### config.mk
export PLATFORM = sky130hd
export DESIGN_NAME = mem_lsu
export DESIGN_NICKNAME = d
export VERILOG_FILES = /design/src/rtl/mem_lsu.sv
export SDC_FILE = /design/constraint.sdc
export NUM_CORES = 1
export LEC_CHECK = 0
export BUFFER_PORTS_ARGS = -buffer_cell sky130_fd_sc_hd__clkbuf_2
export CAP_MARGIN = 20
export CORE_AREA = 2 2 148 150
export CTS_CLUSTER_DIAMETER = 150
export DETAILED_ROUTE_END_ITERATION = 8
export DIE_AREA = 0 0 150 152
export GPL_ROUTABILITY_DRIVEN = 0
export PLACE_DENSITY = 0.68
export SYNTH_ARGS = -nofsm -noshare
export SYNTH_HDL_FRONTEND = slang
export SYNTH_SLANG_ARGS = --single-unit
### constraint.sdc
create_clock -name clk -period 5.3 [get_ports clk]
set_clock_uncertainty 0.1 [all_clocks]
set_input_delay 0.53 -clock clk [delete_from_list [all_inputs] [get_ports clk]]
set_output_delay 0.53 -clock clk [all_outputs]
set_load 0.005 [all_outputs]
### src/rtl/mem_lsu.sv
// mem_lsu: memory-stage load/store unit bridging EX/MEM fields to a req/ack data bus.
// Define LSU_ALIGN_CHECK_EN to trap misaligned halfword/word accesses (adds lsu_misalign).
module mem_lsu (
    input  logic        clk,
    input  logic        rst,
    input  logic [4:0]  mem_waddr,
    input  logic        mem_wen,
    input  logic [31:0] mem_wdata,
    input  logic        mem_hilo_wen,
    input  logic [31:0] mem_hi,
    input  logic [31:0] mem_lo,
    input  logic [7:0]  mem_aluop,
    input  logic [31:0] mem_mem_addr,
    input  logic [31:0] mem_reg2,
    output logic        mem_stall,
    output logic        dm_req,
    output logic        dm_we,
    output logic [31:0] dm_addr,
    output logic [31:0] dm_wdata,
    output logic [3:0]  dm_be,
    input  logic        dm_ack,
    input  logic [31:0] dm_rdata,
    output logic [4:0]  wb_waddr,
    output logic        wb_wen,
    output logic [31:0] wb_wdata,
    output logic        wb_hilo_wen,
    output logic [31:0] wb_hi,
    output logic [31:0] wb_lo
`ifdef LSU_ALIGN_CHECK_EN
    ,
    output logic        lsu_misalign
`endif
);

    localparam logic [7:0] EXE_LB_OP  = 8'b11100000;
    localparam logic [7:0] EXE_LH_OP  = 8'b11100001;
    localparam logic [7:0] EXE_LW_OP  = 8'b11100011;
    localparam logic [7:0] EXE_LBU_OP = 8'b11100100;
    localparam logic [7:0] EXE_LHU_OP = 8'b11100101;
    localparam logic [7:0] EXE_SB_OP  = 8'b11101000;
    localparam logic [7:0] EXE_SH_OP  = 8'b11101001;
    localparam logic [7:0] EXE_SW_OP  = 8'b11101011;

    typedef enum logic [1:0] {S_IDLE, S_REQ, S_DONE} state_t;

    state_t      r_state;
    logic        r_dm_req;
    logic        r_dm_we;
    logic [31:0] r_dm_addr;
    logic [31:0] r_dm_wdata;
    logic [3:0]  r_dm_be;
    logic [31:0] r_rdata;
    logic [4:0]  r_wb_waddr;
    logic        r_wb_wen;
    logic [31:0] r_wb_wdata;
    logic        r_wb_hilo_wen;
    logic [31:0] r_wb_hi;
    logic [31:0] r_wb_lo;

    logic        w_is_load;
    logic        w_is_store;
    logic        w_is_mem;
    logic        w_misalign;
    logic        w_start;
    logic [3:0]  w_be;
    logic [31:0] w_st_data;
    logic [31:0] w_load_val;
    logic [7:0]  w_byte;
    logic [15:0] w_half;
    logic [7:0]  w_rbyte [4];
    logic [3:0]  w_sb_be;

    // Little-endian lanes: byte k of the word sits at bits [8k+7:8k].
    generate
        for (genvar gi = 0; gi < 4; gi++) begin : g_lane
            assign w_rbyte[gi] = r_rdata[8*gi +: 8];
            assign w_sb_be[gi] = (mem_mem_addr[1:0] == 2'(gi));
        end
    endgenerate

    assign w_byte = w_rbyte[mem_mem_addr[1:0]];
    assign w_half = mem_mem_addr[1] ? r_rdata[31:16] : r_rdata[15:0];

    always_comb begin
        w_is_load  = 1'b0;
        w_is_store = 1'b0;
        w_be       = 4'b1111;
        w_st_data  = mem_reg2;
        w_load_val = r_rdata;
        case (mem_aluop)
            EXE_LB_OP:  begin w_is_load = 1'b1; w_load_val = {{24{w_byte[7]}}, w_byte}; end
            EXE_LBU_OP: begin w_is_load = 1'b1; w_load_val = {24'd0, w_byte}; end
            EXE_LH_OP:  begin w_is_load = 1'b1; w_load_val = {{16{w_half[15]}}, w_half}; end
            EXE_LHU_OP: begin w_is_load = 1'b1; w_load_val = {16'd0, w_half}; end
            EXE_LW_OP:  w_is_load = 1'b1;
            EXE_SB_OP: begin
                w_is_store = 1'b1;
                w_be       = w_sb_be;
                w_st_data  = {4{mem_reg2[7:0]}};
            end
            EXE_SH_OP: begin
                w_is_store = 1'b1;
                w_be       = mem_mem_addr[1] ? 4'b1100 : 4'b0011;
                w_st_data  = {2{mem_reg2[15:0]}};
            end
            EXE_SW_OP:  w_is_store = 1'b1;
            default: ;
        endcase
    end

`ifdef LSU_ALIGN_CHECK_EN
    assign w_misalign = (((mem_aluop == EXE_LH_OP) || (mem_aluop == EXE_LHU_OP) ||
                          (mem_aluop == EXE_SH_OP)) && mem_mem_addr[0]) ||
                        (((mem_aluop == EXE_LW_OP) || (mem_aluop == EXE_SW_OP)) &&
                          (mem_mem_addr[1:0] != 2'b00));
    logic r_misalign;
    assign lsu_misalign = r_misalign;
`else
    assign w_misalign = 1'b0;
`endif

    assign w_is_mem  = w_is_load | w_is_store;
    assign w_start   = w_is_mem & ~w_misalign;
    assign mem_stall = (r_state == S_REQ) || ((r_state == S_IDLE) && w_start);

    always_ff @(posedge clk) begin
        if (rst) begin
            r_state       <= S_IDLE;
            r_dm_req      <= 1'b0;
            r_dm_we       <= 1'b0;
            r_dm_addr     <= 32'd0;
            r_dm_wdata    <= 32'd0;
            r_dm_be       <= 4'd0;
            r_rdata       <= 32'd0;
            r_wb_waddr    <= 5'd0;
            r_wb_wen      <= 1'b0;
            r_wb_wdata    <= 32'd0;
            r_wb_hilo_wen <= 1'b0;
            r_wb_hi       <= 32'd0;
            r_wb_lo       <= 32'd0;
`ifdef LSU_ALIGN_CHECK_EN
            r_misalign    <= 1'b0;
`endif
        end else begin
`ifdef LSU_ALIGN_CHECK_EN
            r_misalign <= 1'b0;
`endif
            case (r_state)
                S_IDLE: begin
                    if (w_is_mem) begin
                        // Memory ops (issued or trapped) leave a bubble behind them.
                        r_wb_waddr    <= 5'd0;
                        r_wb_wen      <= 1'b0;
                        r_wb_wdata    <= 32'd0;
                        r_wb_hilo_wen <= 1'b0;
                        r_wb_hi       <= 32'd0;
                        r_wb_lo       <= 32'd0;
                        if (w_start) begin
                            r_state    <= S_REQ;
                            r_dm_req   <= 1'b1;
                            r_dm_we    <= w_is_store;
                            r_dm_addr  <= {mem_mem_addr[31:2], 2'b00};
                            r_dm_be    <= w_be;
                            r_dm_wdata <= w_st_data;
                        end else begin
`ifdef LSU_ALIGN_CHECK_EN
                            r_misalign <= 1'b1;
`endif
                        end
                    end else begin
                        r_wb_waddr    <= mem_waddr;
                        r_wb_wen      <= mem_wen;
                        r_wb_wdata    <= mem_wdata;
                        r_wb_hilo_wen <= mem_hilo_wen;
                        r_wb_hi       <= mem_hi;
                        r_wb_lo       <= mem_lo;
                    end
                end
                S_REQ: begin
                    if (dm_ack) begin
                        r_rdata  <= dm_rdata;
                        r_dm_req <= 1'b0;
                        r_state  <= S_DONE;
                    end
                end
                S_DONE: begin
                    // EX/MEM still holds the op here, so lane selection uses live mem_* fields.
                    r_wb_waddr    <= mem_waddr;
                    r_wb_wen      <= w_is_load & mem_wen;
                    r_wb_wdata    <= w_is_load ? w_load_val : 32'd0;
                    r_wb_hilo_wen <= 1'b0;
                    r_wb_hi       <= 32'd0;
                    r_wb_lo       <= 32'd0;
                    r_state       <= S_IDLE;
                end
                default: r_state <= S_IDLE;
            endcase
        end
    end

    assign dm_req      = r_dm_req;
    assign dm_we       = r_dm_we;
    assign dm_addr     = r_dm_addr;
    assign dm_wdata    = r_dm_wdata;
    assign dm_be       = r_dm_be;
    assign wb_waddr    = r_wb_waddr;
    assign wb_wen      = r_wb_wen;
    assign wb_wdata    = r_wb_wdata;
    assign wb_hilo_wen = r_wb_hilo_wen;
    assign wb_hi       = r_wb_hi;
    assign wb_lo       = r_wb_lo;

endmodule
==> out/summary.txt <==
status: completed
CORE AREA: 0.0214 sq mm
worst vdd ir: 0.240 mV
Buffers on Ports: 381
period utilization: 53.8%
global-route wire length before repair: 43200 um
post-synthesis sequential area ratio: 50.1%
Post-CTS Setup Inserts: 0
end of the worst register-to-register path: dm_addr[13]
final hold viol count: 0
Total GRT Usage: 23.5%
FP Rows: 54
Gate power share: 9.3%
# resized after CTS: 0
total leakage power: 4.70 nW
clock root buffer: clkbuf_16
Congestion Overflow GR: 0
Internal: 2.81 mW
Fin Setup TNS: 0 ps
CTS tree: built
Reg power frac: 45.1%
Most used DFF post-synth: dfxtp_1
Sw Pwr: 832 uW
post-layout min period: 2850 ps
die extent in y: 152 um
number of max-cap violations: 0
DR pass1 iterations: 7
DR iter-0 viols: 502
CTS H-Tree Depth: 1
number of global-route vias before repair: 7991
switch share: 22.8%
Slew @ Worst Pin: 1070 ps
vias per std cell: 5.43
worst hold-check path type: primary input to flip-flop
IO Count: 384
Area Growth Syn to Fin: 34.3%
Slew Limit Fails: 0
Post-synth EDFFs: 0
CP required: 4670 ps
DP Wirelength: 20300 um
worst-path fanout max: 28
worst hold path depth: 3
initial antenna violation count: 0
yosys warns: 0
Worst Setup Start Kind: primary input
layout cells sized above 1: 35.1%
Via Count: 8561
Hold-fix buffers, CTS: 0
wire per inst: 18.0 um
Arr. time, crit path: 2220 ps
Slew HR: 28.9%
area leader, netlist: dfxtp_1
r2r startpoint: r_state[1]
Synth top area share: 50.1%
# DRC: 0
n_diodes: 0
clock power share: 45.7%
Gate Count Post-Synth: 954
flops & latches, synth: 205
CTS max path bufs: 3
most frequent cells in the layout: 380 x clkbuf_2, 204 x dfxtp_1, 178 x nand2_1
Critical Path Start: mem_aluop[4]
min-delay src: mem_mem_addr[7]
CTS buffer count: 23
R2R setup slack: 2700 ps
# fillers: 2074
Worst-path clk slew: 60 ps
largest net degree at the start of global routing: 101
Syn Area/Cell: 8.59 sq um
CP Class: primary input to primary output
Worst setup EP type: primary output
Hold Path Sink: dm_addr[7]
Final ANT Viol Nets: 0
commonest non-fill, non-tap cell in the layout: clkbuf_2
Final Cell Area: 0.0110 sq mm
max frequency: 351 MHz
Mapped Area: 0.00819 sq mm
final setup vio count: 0
Yosys cell types: 49
PD cells: 331 mW/mm^2
Synth area leaders: dfxtp_1 50%, a32oi_1 9.6%, nand2_1 8.2%
total wire length: 28400 um
Register-to-Register Path Depth: 4
die width: 150 um
RSZ-0062 raised after global routing: no
clk sinks: 205
Initial Util: 38.4%
Clock Latency Late Sink: 500 ps
Die Area: 0.0228 sq mm
Post-DP Area: 0.0102 sq mm
Post-synth ARST share: 0%
Layout Nets: 1492
-- flip-flops by register name (all words and copies together), names as in the netlist, 2 cells and up --
name / count
dm_addr: 30
dm_be: 4
dm_wdata: 32
r_rdata: 32
r_state: 2
wb_hi: 32
wb_lo: 32
wb_waddr: 5
wb_wdata: 32
-- cell usage after synthesis, types with 10 or more instances --
master    number
dfxtp_1      205
nand2_1      178
nor2_1       129
a32oi_1       90
clkbuf_1      81
a21oi_1       80
nand3_1       19
a311oi_1      18
o21ai_0       15
nor3_1        12
o21ai_2       10
-- through the flow --
step	util (%)	total power [mW]	cells	hold slack, ps	worst slack (ps)
3_3_place_gp	47.8	2.01	1537	341	2320
2_1_floorplan	-	1.82	955	337	3010
4_1_cts	51.5	3.68	1577	132	2460
3_5_place_dp	47.8	2.01	1537	348	2300
6_report	51.5	3.64	1577	152	2450
5_1_grt	51.5	3.78	1577	141	2390
-- final cells by class --
cell class | count | area (sq um) | share of cell area, %
multi-input cells | 651 | 3730 | 33.9
inverters | 7 | 26.3 | 0.239
clock buffers | 35 | 661 | 6.01
clock inverters | 5 | 125 | 1.14
well taps | 280 | 350 | 3.18
repair buffers | 394 | 2010 | 18.2
flip-flops and latches | 205 | 4110 | 37.3
-- kinds of logic (layout without fill, tap and decap cells) --
logic type	count (synthesis)	count (layout)	share of synthesized area (%)
AO/OA/AOI/OAI	279	279	25.3
buffers and inverters	99	441	4.96
flip-flops	205	205	50.1
multiplexers	15	15	2.09
other	1	2	0.0458
AND/OR/NAND/NOR	355	355	17.5
-- layer usage --
layer	GRT usage, %	vias up	share of wire (%)
met3	6.49	60	9.1
met1	29.7	4012	41
met5	0	-	0
met4	6.92	0	2.8
met2	39.2	391	48
li1	-	4098	-
-- worst max-delay path by stage --
stage | slack (ps) | endpoint | depth (start not counted)
3_3_place_gp | 2320 | wb_wdata[5] | 6
6_report | 2450 | mem_stall | 5
4_1_cts | 2460 | mem_stall | 5
3_5_place_dp | 2300 | wb_lo[22] | 6
5_1_grt | 2390 | mem_stall | 5
2_1_floorplan | 3010 | wb_wdata[21] | 8
-- power by group through the flow --
stage | Combinational [mW] | Sequential [mW] | Clock (mW)
finish | 0.338 | 1.64 | 1.66
global route | 0.373 | 1.65 | 1.76
CTS | 0.340 | 1.64 | 1.70
detailed placement | 0.339 | 1.68 | 0
global placement | 0.335 | 1.67 | 0
floorplan | 0.148 | 1.68 | 0
-- worst max-delay path, stage by stage --
cell and delay [ps]:
clkbuf_2 100, and4b_1 730, o21ai_4 390, a21oi_1 290, clkbuf_2 180
(Power assumes the default switching activity.)
